**src/rtl/muldiv_pkg.sv**
```systemverilog
// rtl/muldiv_pkg.sv - shared encodings for the HI/LO multiply/divide unit
// Purpose: op codes seen on the ID/EX op field, FSM state encoding and the
//          divide-by-zero LO result.
// Ports:   none (package).
package muldiv_pkg;

  // Op field from ID/EX; 2'b11 is also treated as "no operation".
  typedef enum logic [1:0] {
    OP_NONE = 2'b00,
    OP_MULT = 2'b01,
    OP_DIV  = 2'b10
  } op_t;

  typedef enum logic [1:0] {
    IDLE = 2'b00,
    RUN  = 2'b01,
    FIX  = 2'b10
  } state_t;

  // LO after a divide by zero is all ones; slice to the operand width.
  localparam logic [63:0] DIV0_LO = '1;

endpackage

```
**src/rtl/muldiv_step.sv**
```systemverilog
// rtl/muldiv_step.sv - one combinational shift-add / restoring-divide iteration
// Purpose: single iteration of the multiply or divide loop.
// Ports:   is_div   - 1 selects the restoring divide step, 0 the shift-add step
//          acc      - MULT: {partial product, remaining multiplier bits}
//                     DIV:  {remainder, dividend/quotient bits}
//          opnd     - multiplicand (MULT) or divisor (DIV)
//          acc_next - accumulator after this iteration
module muldiv_step
  import muldiv_pkg::*;
#(
  parameter int WIDTH = 32
) (
  input  logic               is_div,
  input  logic [2*WIDTH-1:0] acc,
  input  logic [WIDTH-1:0]   opnd,
  output logic [2*WIDTH-1:0] acc_next
);

  logic [WIDTH:0]   add_sum;
  logic [WIDTH:0]   rem_sh;
  logic [WIDTH-1:0] sub_diff;

  always_comb begin
    // Upper half plus multiplicand needs WIDTH+1 bits; the carry becomes the
    // new MSB once the accumulator shifts right.
    add_sum  = {1'b0, acc[2*WIDTH-1:WIDTH]} + (acc[0] ? {1'b0, opnd} : '0);
    // {rem, quo} shifted left by one: the remainder gains the quotient MSB.
    rem_sh   = acc[2*WIDTH-1:WIDTH-1];
    // Only used when rem_sh >= opnd, so the difference always fits WIDTH bits.
    sub_diff = rem_sh[WIDTH-1:0] - opnd;
    if (is_div) begin
      if (rem_sh >= {1'b0, opnd}) begin
        acc_next = {sub_diff, acc[WIDTH-2:0], 1'b1};
      end else begin
        acc_next = {rem_sh[WIDTH-1:0], acc[WIDTH-2:0], 1'b0};
      end
    end else begin
      acc_next = {add_sum, acc[WIDTH-1:1]};
    end
  end

endmodule

```
**src/rtl/muldiv_hilo_unit.sv**
```systemverilog
// rtl/muldiv_hilo_unit.sv - multi-cycle MULT/DIV engine owning the HI/LO registers
// Purpose: accepts MULT/DIV from ID/EX, iterates one bit per cycle, writes
//          HI/LO and stalls HI/LO users while busy. Optional macro
//          MULDIV_SIGNED_EN enables signed operation via signed_op.
// Ports:   clk, reset          - clock, synchronous active-high reset
//          op, signed_op       - ID/EX op (01 MULT, 10 DIV) and signed variant
//          src_a, src_b        - rs / rt operands
//          rd_hilo, wr_hi/lo   - MFHI/MFLO, MTHI, MTLO in EX
//          hi, lo              - HI/LO registers
//          busy, done          - FSM not idle; one-cycle pulse in FIX
//          en_reg              - IF/ID and ID/EX enable, 0 = stall
module muldiv_hilo_unit
  import muldiv_pkg::*;
#(
  parameter int WIDTH = 32,
  parameter int CNT_W = 5
) (
  input  logic             clk,
  input  logic             reset,
  input  logic [1:0]       op,
  input  logic             signed_op,
  input  logic [WIDTH-1:0] src_a,
  input  logic [WIDTH-1:0] src_b,
  input  logic             rd_hilo,
  input  logic             wr_hi,
  input  logic             wr_lo,
  output logic [WIDTH-1:0] hi,
  output logic [WIDTH-1:0] lo,
  output logic             busy,
  output logic             done,
  output logic             en_reg
);

  state_t             state;
  logic [CNT_W-1:0]   cnt;
  logic [2*WIDTH-1:0] acc;
  logic [2*WIDTH-1:0] acc_next;
  logic [WIDTH-1:0]   opnd;
  logic [WIDTH-1:0]   a_mag;
  logic [WIDTH-1:0]   b_mag;
  logic [WIDTH-1:0]   res_hi;
  logic [WIDTH-1:0]   res_lo;
  logic               is_div;
  logic               div0;
  logic               use_hilo;

  assign use_hilo = (op != OP_NONE) || rd_hilo || wr_hi || wr_lo;
  assign busy     = (state != IDLE);
  assign en_reg   = ~(busy & use_hilo);

`ifdef MULDIV_SIGNED_EN
  logic neg_a;
  logic neg_b;
  logic neg_q;
  logic neg_r;

  assign neg_a = signed_op & src_a[WIDTH-1];
  assign neg_b = signed_op & src_b[WIDTH-1];
  assign a_mag = neg_a ? -src_a : src_a;
  assign b_mag = neg_b ? -src_b : src_b;

  // Result sign flags: product/quotient negate on differing signs,
  // remainder follows the dividend.
  always_ff @(posedge clk) begin
    if (reset) begin
      neg_q <= 1'b0;
      neg_r <= 1'b0;
    end else if (state == IDLE && (op == OP_MULT || op == OP_DIV)) begin
      neg_q <= neg_a ^ neg_b;
      neg_r <= neg_a;
    end
  end

  always_comb begin
    res_hi = acc[2*WIDTH-1:WIDTH];
    res_lo = acc[WIDTH-1:0];
    // Divide by zero already holds the raw dividend and all-ones LO.
    if (!div0) begin
      if (is_div) begin
        if (neg_q) res_lo = -acc[WIDTH-1:0];
        if (neg_r) res_hi = -acc[2*WIDTH-1:WIDTH];
      end else if (neg_q) begin
        {res_hi, res_lo} = -acc;
      end
    end
  end
`else
  logic unused_inputs;

  // Unsigned-only build: signed_op is ignored and the div0 result needs no
  // special handling in FIX.
  assign unused_inputs = signed_op ^ div0;
  assign a_mag  = src_a;
  assign b_mag  = src_b;
  assign res_hi = acc[2*WIDTH-1:WIDTH];
  assign res_lo = acc[WIDTH-1:0];
`endif

  muldiv_step #(
    .WIDTH(WIDTH)
  ) u_step (
    .is_div   (is_div),
    .acc      (acc),
    .opnd     (opnd),
    .acc_next (acc_next)
  );

  always_ff @(posedge clk) begin
    if (reset) begin
      state  <= IDLE;
      cnt    <= '0;
      acc    <= '0;
      opnd   <= '0;
      is_div <= 1'b0;
      div0   <= 1'b0;
      hi     <= '0;
      lo     <= '0;
      done   <= 1'b0;
    end else begin
      done <= 1'b0;
      case (state)
        IDLE: begin
          cnt <= '0;
          if (op == OP_MULT) begin
            opnd   <= a_mag;
            acc    <= {{WIDTH{1'b0}}, b_mag};
            is_div <= 1'b0;
            div0   <= 1'b0;
            state  <= RUN;
          end else if (op == OP_DIV) begin
            is_div <= 1'b1;
            if (src_b == '0) begin
              // Park the final result in acc so FIX just copies it out.
              acc   <= {src_a, DIV0_LO[WIDTH-1:0]};
              div0  <= 1'b1;
              done  <= 1'b1;
              state <= FIX;
            end else begin
              opnd  <= b_mag;
              acc   <= {{WIDTH{1'b0}}, a_mag};
              div0  <= 1'b0;
              state <= RUN;
            end
          end else begin
            if (wr_hi) hi <= src_a;
            if (wr_lo) lo <= src_a;
          end
        end
        RUN: begin
          acc <= acc_next;
          if (cnt == CNT_W'(WIDTH - 1)) begin
            done  <= 1'b1;
            state <= FIX;
          end else begin
            cnt <= cnt + 1'b1;
          end
        end
        FIX: begin
          hi    <= res_hi;
          lo    <= res_lo;
          state <= IDLE;
        end
        default: state <= IDLE;
      endcase
    end
  end

endmodule

```
**config.mk**
```make
export PLATFORM = sky130hd
export DESIGN_NAME = muldiv_hilo_unit
export DESIGN_NICKNAME = d
export VERILOG_FILES = /design/src/rtl/muldiv_pkg.sv /design/src/rtl/muldiv_step.sv /design/src/rtl/muldiv_hilo_unit.sv
export SDC_FILE = /design/constraint.sdc
export NUM_CORES = 1
export LEC_CHECK = 0
export CORE_MARGIN = 2
export CORE_UTILIZATION = 53
export DETAILED_ROUTE_END_ITERATION = 16
export GPL_ROUTABILITY_DRIVEN = 0
export PLACE_DENSITY = 0.78
export SYNTH_ARGS = -nofsm -noshare
export SYNTH_HDL_FRONTEND = slang
export SYNTH_HIERARCHICAL = 1
export SYNTH_SLANG_ARGS = --single-unit
export TNS_END_PERCENT = 10
```
**constraint.sdc**
```tcl
create_clock -name clk -period 3.7 [get_ports clk]
set_clock_uncertainty 0.1 [all_clocks]
set_input_delay 0.74 -clock clk [delete_from_list [all_inputs] [get_ports clk]]
set_output_delay 0.74 -clock clk [all_outputs]
set_load 0.02 [all_outputs]
```
==> flow_metrics.py, run 1 <==
metrics = {
    "status": {
        "status": "complete, no violations",
    },
    "finish": {
        "drive_above_1_share_pct": 15.3,
        "fin_nets": 1905,
        "final_cell_area_sq_um": 16500,
        "final_common_cell": "dfxtp_1",
        "multi_input_area_sq_um": 9400,
        "fin_cells": 2105,
        "n_fill_cell": 2078,
        "layout_common_cells": "dfxtp_1, clkdlybuf4s50_1, nor2_1",
        "syn_to_final_growth_pct": 22.3,
        "register_area_sq_um": 3390,
        "diodes": 0,
    },
    "grt": {
        "grt_max_degree": 89,
        "antenna_found_initial": 0,
        "grt_use_total_pct": 32.1,
        "grt_pass1_wl_um": 68200,
        "first_global_vias": 12700,
        "overflow": 0,
    },
    "yosys": {
        "yosys.area_share.simple_pct": 15.2,
        "async_reset_ff_share_pct": 0,
        "synth_edf_count": 0,
        "ys.flop_type": "dfxtp_1",
        "postSynthAreaPerCell_sq_um": 8.19,
        "synth_compound_area_share_pct": 29.2,
        "synth_fa_ha_area_share_pct": 6.71,
        "syn-cell-area_sq_um": 13500,
        "synth_cell_types": 88,
        "yosysWarningCount": 6,
        "synth_top_family_by_area": "compound AO/OA/AOI/OAI gates",
        "synthMuxAreaShare_pct": 13.7,
        "yosys.area_share.xor_xnor_pct": 2.93,
        "synth-seq-cells": 169,
        "ys_seq_area_share_pct": 25.1,
        "syn_nets": 1786,
        "syn_inst": 1643,
    },
    "timing": {
        "fmax_mhz": 272,
        "post-route-period-util_pct": 99.3,
        "relSlewSlack_pct": 36.9,
        "period_needed_ns": 3.67,
        "fin_setup_tns_ns": 0,
        "slew_violations": 0,
        "hold_viol_final": 0,
        "max_slew.worst_pin.slew_ns": 0.946,
        "rsz0062_at_grt": "true",
        "setup_viol": 0,
    },
    "die": {
        "pin_count": 139,
        "die_w_um": 163,
        "die_area_sq_um": 26700,
        "start_util_pct": 53.8,
        "die_h_um": 163,
        "fp.coreArea_sq_um": 25000,
        "rows": 58,
    },
    "setup_path": {
        "critPathTopFamily": "compound AO/OA/AOI/OAI gates",
        "crit_required_ns": 3.89,
        "critPathKind": "register to register",
        "worst_setup_path_start_kind": "register",
        "crit_fanout": 7,
        "cp-end-kind": "register",
        "slowest_stage": "a311o_1",
        "crit_chain": "buf_6, and2_1, fa_2, a21o_1, a221oi_4, o31ai_4, a21bo_1, o211a_1, a311o_1, a221oi_2, nand2b_1, a32oi_1, a22oi_1, o21ai_1, nor3b_2",
        "cp.arrival_ns": 3.86,
        "path_buf_inv": 1,
        "slowest_delay_ns": 0.37,
    },
    "clocking": {
        "cts_buffers": 17,
        "cts_tree": "yes",
        "clock_latency_ns": 0.44,
        "cts_root_buf": "clkbuf_16",
        "clock_path_buffers": 2,
        "clkSlewWorstSetupHoldPaths_ns": 0.07,
        "clock_sinks": 169,
        "htreeDepth": 4,
        "holdBufCountCts": 0,
    },
    "detailed_routing": {
        "post-route-drc-count": 0,
        "wl_um": 45100,
        "drt-initial-drc-count": 1656,
        "detail_route.vias_per_cell": 6.56,
        "vias": 13800,
        "wl_per_cell_um": 21.4,
        "first_pass_iters": 6,
        "ant_nets": 0,
    },
    "power_and_ir_drop": {
        "power.density_nw_per_um2": 404,
        "leakage_uw": 0.00653,
        "peakVddDrop_mv": 0.247,
        "power_uw": 6660,
    },
    "worst_hold_path": {
        "hold_path_class": "register to register",
    },
    "placed_design": {
        "port_buffers": 137,
        "dp_hpwl_um": 31300,
        "placed_cells": 2066,
        "place_area_sq_um": 15500,
    },
    "flow_run": {
        "cap_viol_max_count": 0,
    },
}
==> per-layer routing <==
| metal | track usage (%) | up-vias | wire (um) |
|---|---|---|---|
| li1 | - | 6356 | - |
| met1 | 40.8 | 6611 | 18300 |
| met2 | 52.7 | 680 | 21500 |
| met3 | 4.29 | 153 | 3040 |
| met4 | 17.4 | 0 | 2310 |
| met5 | 0 | - | 0 |
==> synthesized netlist by cell type, drive strengths merged (5+ instances only) <==
cell type	n	area, sq um
dfxtp	169	3380
nor2	114	438
mux2i	110	1100
a21oi	105	529
a211oi	103	778
clkbuf	101	380
inv	93	349
o21ai	87	439
a22oi	69	518
ha	69	863
mux2	66	747
a21o	57	428
nor2b	46	288
nand2	43	161
a31oi	40	256
and2	38	238
buf	38	223
nor3b	33	248
a311oi	32	280
xor2	25	219
nand3	20	105
xnor2	20	175
nor3	16	91.3
nand4	13	81.3
and3	10	62.6
o211ai	9	72.6
nand2b	8	50.1
nor4	8	50.1
o21bai	8	60.1
o21a	7	52.6
or3	6	37.5
and4	5	43.8
o221ai	5	50.0
o31ai	5	42.5
or2	5	31.3
==> flip-flops by register name, indices dropped and copies added, names as in the netlist <==
name,flops
hi,32
cnt,5
lo,32
acc,64
opnd,32
is_div,1
done,1
state,2
==> cells by family (layout without fill, tap and decap cells) <==
logic type,after synthesis,after routing
multiplexers,176,176
AO/OA/AOI/OAI,571,571
XOR/XNOR,45,45
AND/OR/NAND/NOR,379,379
adder cells (fa/ha/maj),71,71
buffers and inverters,232,364
flip-flops,169,169
==> path summary, 6_finish.rpt <==
| path | startpoint | end | slack [ns] | cells past startpoint |
|---|---|---|---|---|
| min reg2reg | opnd[2]$_SDFFE_PP0P_ | opnd[2]$_SDFFE_PP0P_ | 0.40 | 2 |
| min | opnd[2]$_SDFFE_PP0P_ | opnd[2]$_SDFFE_PP0P_ | 0.40 | 2 |
| max reg2reg | acc[0]$_SDFFE_PP0P_ | acc[63]$_SDFFE_PP0P_ | 0.03 | 15 |
| max | acc[0]$_SDFFE_PP0P_ | acc[63]$_SDFFE_PP0P_ | 0.03 | 15 |
==> worst register-to-register path, cell delays in order (launching register included) <==
cell and delay, ns:
dfxtp_2 0.35, buf_6 0.16, and2_1 0.17, fa_2 0.34, a21o_1 0.25, a221oi_4 0.32, o31ai_4 0.10, a21bo_1 0.24
o211a_1 0.26, a311o_1 0.37, a221oi_2 0.27, nand2b_1 0.13, a32oi_1 0.06, a22oi_1 0.18, o21ai_1 0.08, nor3b_2 0.17
==> stage by stage <==
step | hold slack [ns] | utilization (%) | setup slack [ns]
floorplan | 0.342 | - | 0.0309
global placement | 0.365 | 61.9 | -0.0373
detailed placement | 0.374 | 61.9 | -0.123
CTS | 0.383 | 64.6 | -0.0208
global route | 0.410 | 65.8 | -0.146
finish | 0.397 | 65.8 | 0.0253
==> area by class of cell <==
class                           instances  area share [%]
Clock buffer                           20            2.71
Clock inverter                         12            1.14
Inverter                               93            2.12
Multi-Input combinational cell       1242            57.1
Sequential cell                       169            20.6
Tap cell                              330            2.51
Timing Repair Buffer                  239            13.9
==> power by group <==
part	total (uW)	internal [uW]	switching, uW
registers	2130	1960	169
clock network	1970	1160	809
logic	2560	1120	1440
==> repair_timing <==
item / CTS / global route
setup endpoints to repair: 8 / 17
pin swaps: 1 / 18
resized for setup: 7 / 50
setup buffers: 1 / 5
cloned: 0 / 1
Power figures use the tool's default switching activity.
==> run 2, diff against run 1 <==
--- a/config.mk
+++ b/config.mk
@@ -6,10 +6,10 @@
 export NUM_CORES = 1
 export LEC_CHECK = 0
 export CORE_MARGIN = 2
-export CORE_UTILIZATION = 53
+export CORE_UTILIZATION = 59
 export DETAILED_ROUTE_END_ITERATION = 16
 export GPL_ROUTABILITY_DRIVEN = 0
-export PLACE_DENSITY = 0.78
+export PLACE_DENSITY = 0.82
 export SYNTH_ARGS = -nofsm -noshare
 export SYNTH_HDL_FRONTEND = slang
 export SYNTH_HIERARCHICAL = 1
==> constraint.sdc (replaced) <==
create_clock -name clk -period 4.2 [get_ports clk]
set_clock_uncertainty 0.1 [all_clocks]
set_input_delay 0.84 -clock clk [delete_from_list [all_inputs] [get_ports clk]]
set_output_delay 0.84 -clock clk [all_outputs]
set_load 0.02 [all_outputs]
==> flow_metrics.py, run 2 (same netlist as run 1, synthesis figures left out) <==
metrics = {
    "status": {
        "status": "complete, no violations",
    },
    "finish": {
        "drive_above_1_share_pct": 9.78,
        "n_fill_cell": 1764,
        "fin_nets": 1838,
        "final_common_cell": "dfxtp_1",
        "largest_register": "acc",
        "layout_common_cells": "dfxtp_1, clkdlybuf4s50_1, nor2_1",
        "final_util_pct": 69.1,
        "diodes": 0,
        "largest_reg_flops": 64,
        "final_cell_area_sq_um": 15500,
        "syn_to_final_growth_pct": 15.5,
    },
    "clocking": {
        "cts_buffers": 17,
        "htreeDepth": 4,
        "clkSlewWorstSetupHoldPaths_ns": 0.07,
        "clock_path_buffers": 2,
        "cts_root_buf": "clkbuf_16",
        "postCtsSetupRepairBufs": 0,
        "clock_sinks": 169,
        "clock_latency_ns": 0.44,
        "cts_tree": "yes",
    },
    "setup_path": {
        "worst_setup_path_start_kind": "register",
        "critPathKind": "register to register",
        "slowest_stage": "fa_1",
        "regToRegSetupSlack_ns": 0.23,
        "slowest_delay_ns": 0.39,
        "crit_required_ns": 4.37,
        "cp-end-kind": "register",
        "crit_fanout": 4,
        "crit_chain": "inv_1, ha_1, inv_1, fa_1, a21oi_1, nor3_1, o31ai_1, a21boi_0, o21a_1, nor2_1, o21ai_0, and4b_1, or3_1, a22oi_1, o21ai_0, nor3b_1",
        "cp.arrival_ns": 4.14,
    },
    "die": {
        "die_area_sq_um": 24000,
        "fp.coreArea_sq_um": 22500,
        "rows": 55,
        "die_h_um": 155,
        "die_w_um": 155,
        "pin_count": 139,
        "start_util_pct": 59.8,
    },
    "power_and_ir_drop": {
        "leakage_uw": 0.00613,
        "peakVddDrop_mv": 0.336,
        "power.density_nw_per_um2": 352,
    },
    "grt": {
        "first_global_vias": 12700,
        "overflow": 0,
        "grt_pass1_wl_um": 66600,
        "grt_use_total_pct": 34.2,
        "antenna_found_initial": 0,
        "grt_max_degree": 104,
    },
    "timing": {
        "post-route-period-util_pct": 94.5,
        "hold_viol_final": 0,
        "fin_setup_tns_ns": 0,
        "max_slew.worst_pin.slew_ns": 1.13,
        "slew_violations": 0,
        "fmax_mhz": 252,
        "rsz0062_at_grt": "false",
        "setup_viol": 0,
        "relSlewSlack_pct": 24.7,
        "final.setup.worst_slack_ns": 0.229,
        "period_needed_ns": 3.97,
    },
    "placed_design": {
        "place_ws_ns": 0.323,
        "dp_hpwl_um": 29800,
        "place_area_sq_um": 15000,
        "port_buffers": 137,
    },
    "flow_run": {
        "cap_viol_max_count": 0,
    },
    "detailed_routing": {
        "wl_um": 41900,
        "drt-initial-drc-count": 1201,
        "vias": 13400,
        "wl_per_cell_um": 21.0,
        "ant_nets": 0,
        "detail_route.vias_per_cell": 6.71,
        "post-route-drc-count": 0,
        "first_pass_iters": 8,
    },
    "worst_hold_path": {
        "hold_path_class": "register to register",
    },
}
## run 2: path summary, 6_finish.rpt
kind                        start                   end  cells past startpoint
max          acc[31]$_SDFFE_PP0P_  acc[48]$_SDFFE_PP0P_                     16
min          opnd[2]$_SDFFE_PP0P_  opnd[2]$_SDFFE_PP0P_                      2
max reg2reg  acc[31]$_SDFFE_PP0P_  acc[48]$_SDFFE_PP0P_                     16
min reg2reg  opnd[2]$_SDFFE_PP0P_  opnd[2]$_SDFFE_PP0P_                      2
## run 2: report_power, final
part,internal (uW),switching (uW),total [uW]
Combinational,869,1170,2040
Clock,828,709,1540
Sequential,1730,162,1890
Total,3430,2040,5470
## run 2: layout make-up
class / count / area [sq um] / area share, %
inverters: 93 / 349 / 2.25
flip-flops and latches: 169 / 3390 / 21.8
multi-input cells: 1242 / 9170 / 59.0
repair buffers: 172 / 1720 / 11.1
clock inverters: 14 / 140 / 0.901
well taps: 285 / 357 / 2.29
clock buffers: 17 / 425 / 2.74
## run 2: critical path, delay by kind of cell (launching register included)
kind                       cells  cell delay (ns)
DFF                            1             0.35
buffers and inverters          2             0.22
adders and majority gates      2             0.62
AOI/OAI and AO/OA              7             1.49
and+or+nand+nor                5             1.01
## run 2: timing repair
item	in CTS	in global routing
resized for setup	0	1
hold buffers	0	0
endpoints found under the setup margin	0	2
## run 2: routing by layer
metal | global-route usage (%) | wire length (um) | up-vias
met5 | 0 | 0 | -
met4 | 17.7 | 2180 | 0
met3 | 4.43 | 2800 | 142
met2 | 57.0 | 19900 | 652
met1 | 43.4 | 17000 | 6349
li1 | - | - | 6218
## run 2: per-stage QoR
| stage | cells | power [uW] | hold WS [ns] |
|---|---|---|---|
| floorplan | 1643 | 3310 | 0.342 |
| global placement | 1961 | 3840 | 0.371 |
| detailed placement | 1961 | 3890 | 0.385 |
| CTS | 1992 | 5430 | 0.392 |
| global route | 1992 | 5720 | 0.402 |
| finish | 1992 | 5470 | 0.392 |
==> run 3, diff against run 2 <==
--- a/config.mk
+++ b/config.mk
@@ -5,7 +5,7 @@
 export SDC_FILE = /design/constraint.sdc
 export NUM_CORES = 1
 export LEC_CHECK = 0
-export CORE_MARGIN = 2
+export CORE_MARGIN = 1.5
 export CORE_UTILIZATION = 59
 export DETAILED_ROUTE_END_ITERATION = 16
 export GPL_ROUTABILITY_DRIVEN = 0
==> flow_metrics.py, run 3 (same netlist as run 1, synthesis figures left out) <==
metrics = {
    "status": {
        "status": "complete, no violations",
    },
    "detailed_routing": {
        "vias": 13300,
        "detail_route.vias_per_cell": 6.70,
        "top_layer": "met4",
        "wl_per_cell_um": 21.0,
        "wl_um": 41800,
        "post-route-drc-count": 0,
        "first_pass_iters": 6,
        "wl_met1_um": 16700,
        "drt-initial-drc-count": 1195,
        "wl_met3_um": 2880,
        "route.met2.wl_um": 19900,
        "ant_nets": 0,
    },
    "power_and_ir_drop": {
        "peakVddDrop_mv": 0.272,
        "leakage_uw": 0.00614,
        "power_uw": 5540,
        "power.density_nw_per_um2": 356,
    },
    "die": {
        "die_area_sq_um": 23700,
        "die_w_um": 154,
        "start_util_pct": 59.8,
        "rows": 55,
        "die_h_um": 154,
        "pin_count": 139,
        "fp.coreArea_sq_um": 22500,
    },
    "clocking": {
        "holdBufCountCts": 0,
        "cts_buffers": 17,
        "cts_tree": "yes",
        "clock_latency_ns": 0.43,
        "clkSlewWorstSetupHoldPaths_ns": 0.06,
        "postCtsSetupRepairBufs": 0,
        "cts_root_buf": "clkbuf_16",
        "ctsResizeCount": 0,
        "clock_sinks": 169,
        "htreeDepth": 4,
        "clock_path_buffers": 2,
    },
    "timing": {
        "rsz0062_at_grt": "true",
        "period_needed_ns": 3.98,
        "setup_viol": 0,
        "slew_violations": 0,
        "relSlewSlack_pct": 44.5,
        "hold_viol_final": 0,
        "max_slew.worst_pin.slew_ns": 0.833,
        "final.setup.worst_slack_ns": 0.217,
        "fmax_mhz": 251,
        "fin_setup_tns_ns": 0,
        "post-route-period-util_pct": 94.8,
    },
    "grt": {
        "grt_pass1_wl_um": 66100,
        "overflow": 0,
        "grt_use_total_pct": 34.5,
        "grt_max_degree": 79,
        "antenna_found_initial": 0,
        "first_global_vias": 12700,
    },
    "placed_design": {
        "dp_hpwl_um": 29700,
        "place_ws_ns": 0.258,
        "place_area_sq_um": 14900,
        "port_buffers": 137,
    },
    "finish": {
        "drive_above_1_share_pct": 9.90,
        "final_cell_area_sq_um": 15600,
        "final_common_cell": "dfxtp_1",
        "largest_register": "acc",
        "largest_reg_flops": 64,
        "fin_nets": 1838,
        "syn_to_final_growth_pct": 15.6,
        "diodes": 0,
        "layout_common_cells": "dfxtp_1, clkdlybuf4s50_1, nor2_1",
    },
    "setup_path": {
        "r2r-end": "acc[62]$_SDFFE_PP0P_",
        "regToRegSetupSlack_ns": 0.22,
        "worst_setup_path_start_kind": "register",
        "crit_required_ns": 4.45,
        "crit_fanout": 4,
        "reg2reg_depth": 16,
        "r2r_start": "acc[31]$_SDFFE_PP0P_",
        "critPathKind": "register to register",
        "cp.arrival_ns": 4.23,
        "cp-end-kind": "register",
    },
    "worst_hold_path": {
        "hp-start": "opnd[0]$_SDFFE_PP0P_",
        "hold_path_class": "register to register",
        "whs_path_depth": 2,
        "whs_endpoint": "opnd[0]$_SDFFE_PP0P_",
    },
    "flow_run": {
        "cap_viol_max_count": 0,
    },
}
-- run 3: worst max path at each step --
stage / from / to / slack (ns) / depth (start not counted)
2_1_floorplan: acc[0]$_SDFFE_PP0P_ / acc[63]$_SDFFE_PP0P_ / 0.53 / 16
3_3_place_gp: acc[0]$_SDFFE_PP0P_ / acc[63]$_SDFFE_PP0P_ / 0.39 / 16
4_1_cts: opnd[9]$_SDFFE_PP0P_ / acc[52]$_SDFFE_PP0P_ / 0.23 / 15
3_5_place_dp: opnd[9]$_SDFFE_PP0P_ / acc[52]$_SDFFE_PP0P_ / 0.26 / 15
5_1_grt: acc[31]$_SDFFE_PP0P_ / acc[62]$_SDFFE_PP0P_ / -0.04 / 16
6_report: acc[31]$_SDFFE_PP0P_ / acc[62]$_SDFFE_PP0P_ / 0.22 / 16
-- run 3: per-stage QoR --
stage / util, % / hold slack [ns] / std cells
floorplan: - / 0.342 / 1643
global placement: 66.4 / 0.371 / 1961
detailed placement: 66.4 / 0.375 / 1961
CTS: 69.0 / 0.382 / 1992
global route: 69.2 / 0.397 / 1992
finish: 69.2 / 0.388 / 1992
-- run 3: layer usage --
metal	global-route usage (%)	up-vias
li1	-	6211
met1	42.6	6319
met2	58.5	665
met3	4.37	149
met4	18.8	0
met5	0	-
-- run 3: final cells by class --
cell class                 count  area [sq um]
tap                          285           357
clock buffer                  20           447
clock inverter                11           146
fill                        1754          6940
multi-input combinational   1242          9190
timing repair buffer         172          1690
inverter                      93           349
sequential                   169          3390
-- run 3: worst max-delay path, stage by stage (launching register included) --
cell and delay (ns):
dfxtp_1 0.44, inv_1 0.15, ha_1 0.26, inv_1 0.09, fa_1 0.21, a21oi_1 0.14, nor3_2 0.25, o31ai_2 0.11
a211oi_1 0.39, o22ai_2 0.18, o221ai_1 0.29, o221ai_1 0.24, or4b_1 0.55, nand3_1 0.12, a22oi_1 0.07, o21ai_0 0.10
nor3b_1 0.20
-- run 3: power breakdown --
| part | total, uW | switching [uW] | internal, uW |
|---|---|---|---|
| combinational | 2030 | 1170 | 860 |
| sequential | 1890 | 156 | 1730 |
| clock | 1620 | 673 | 949 |
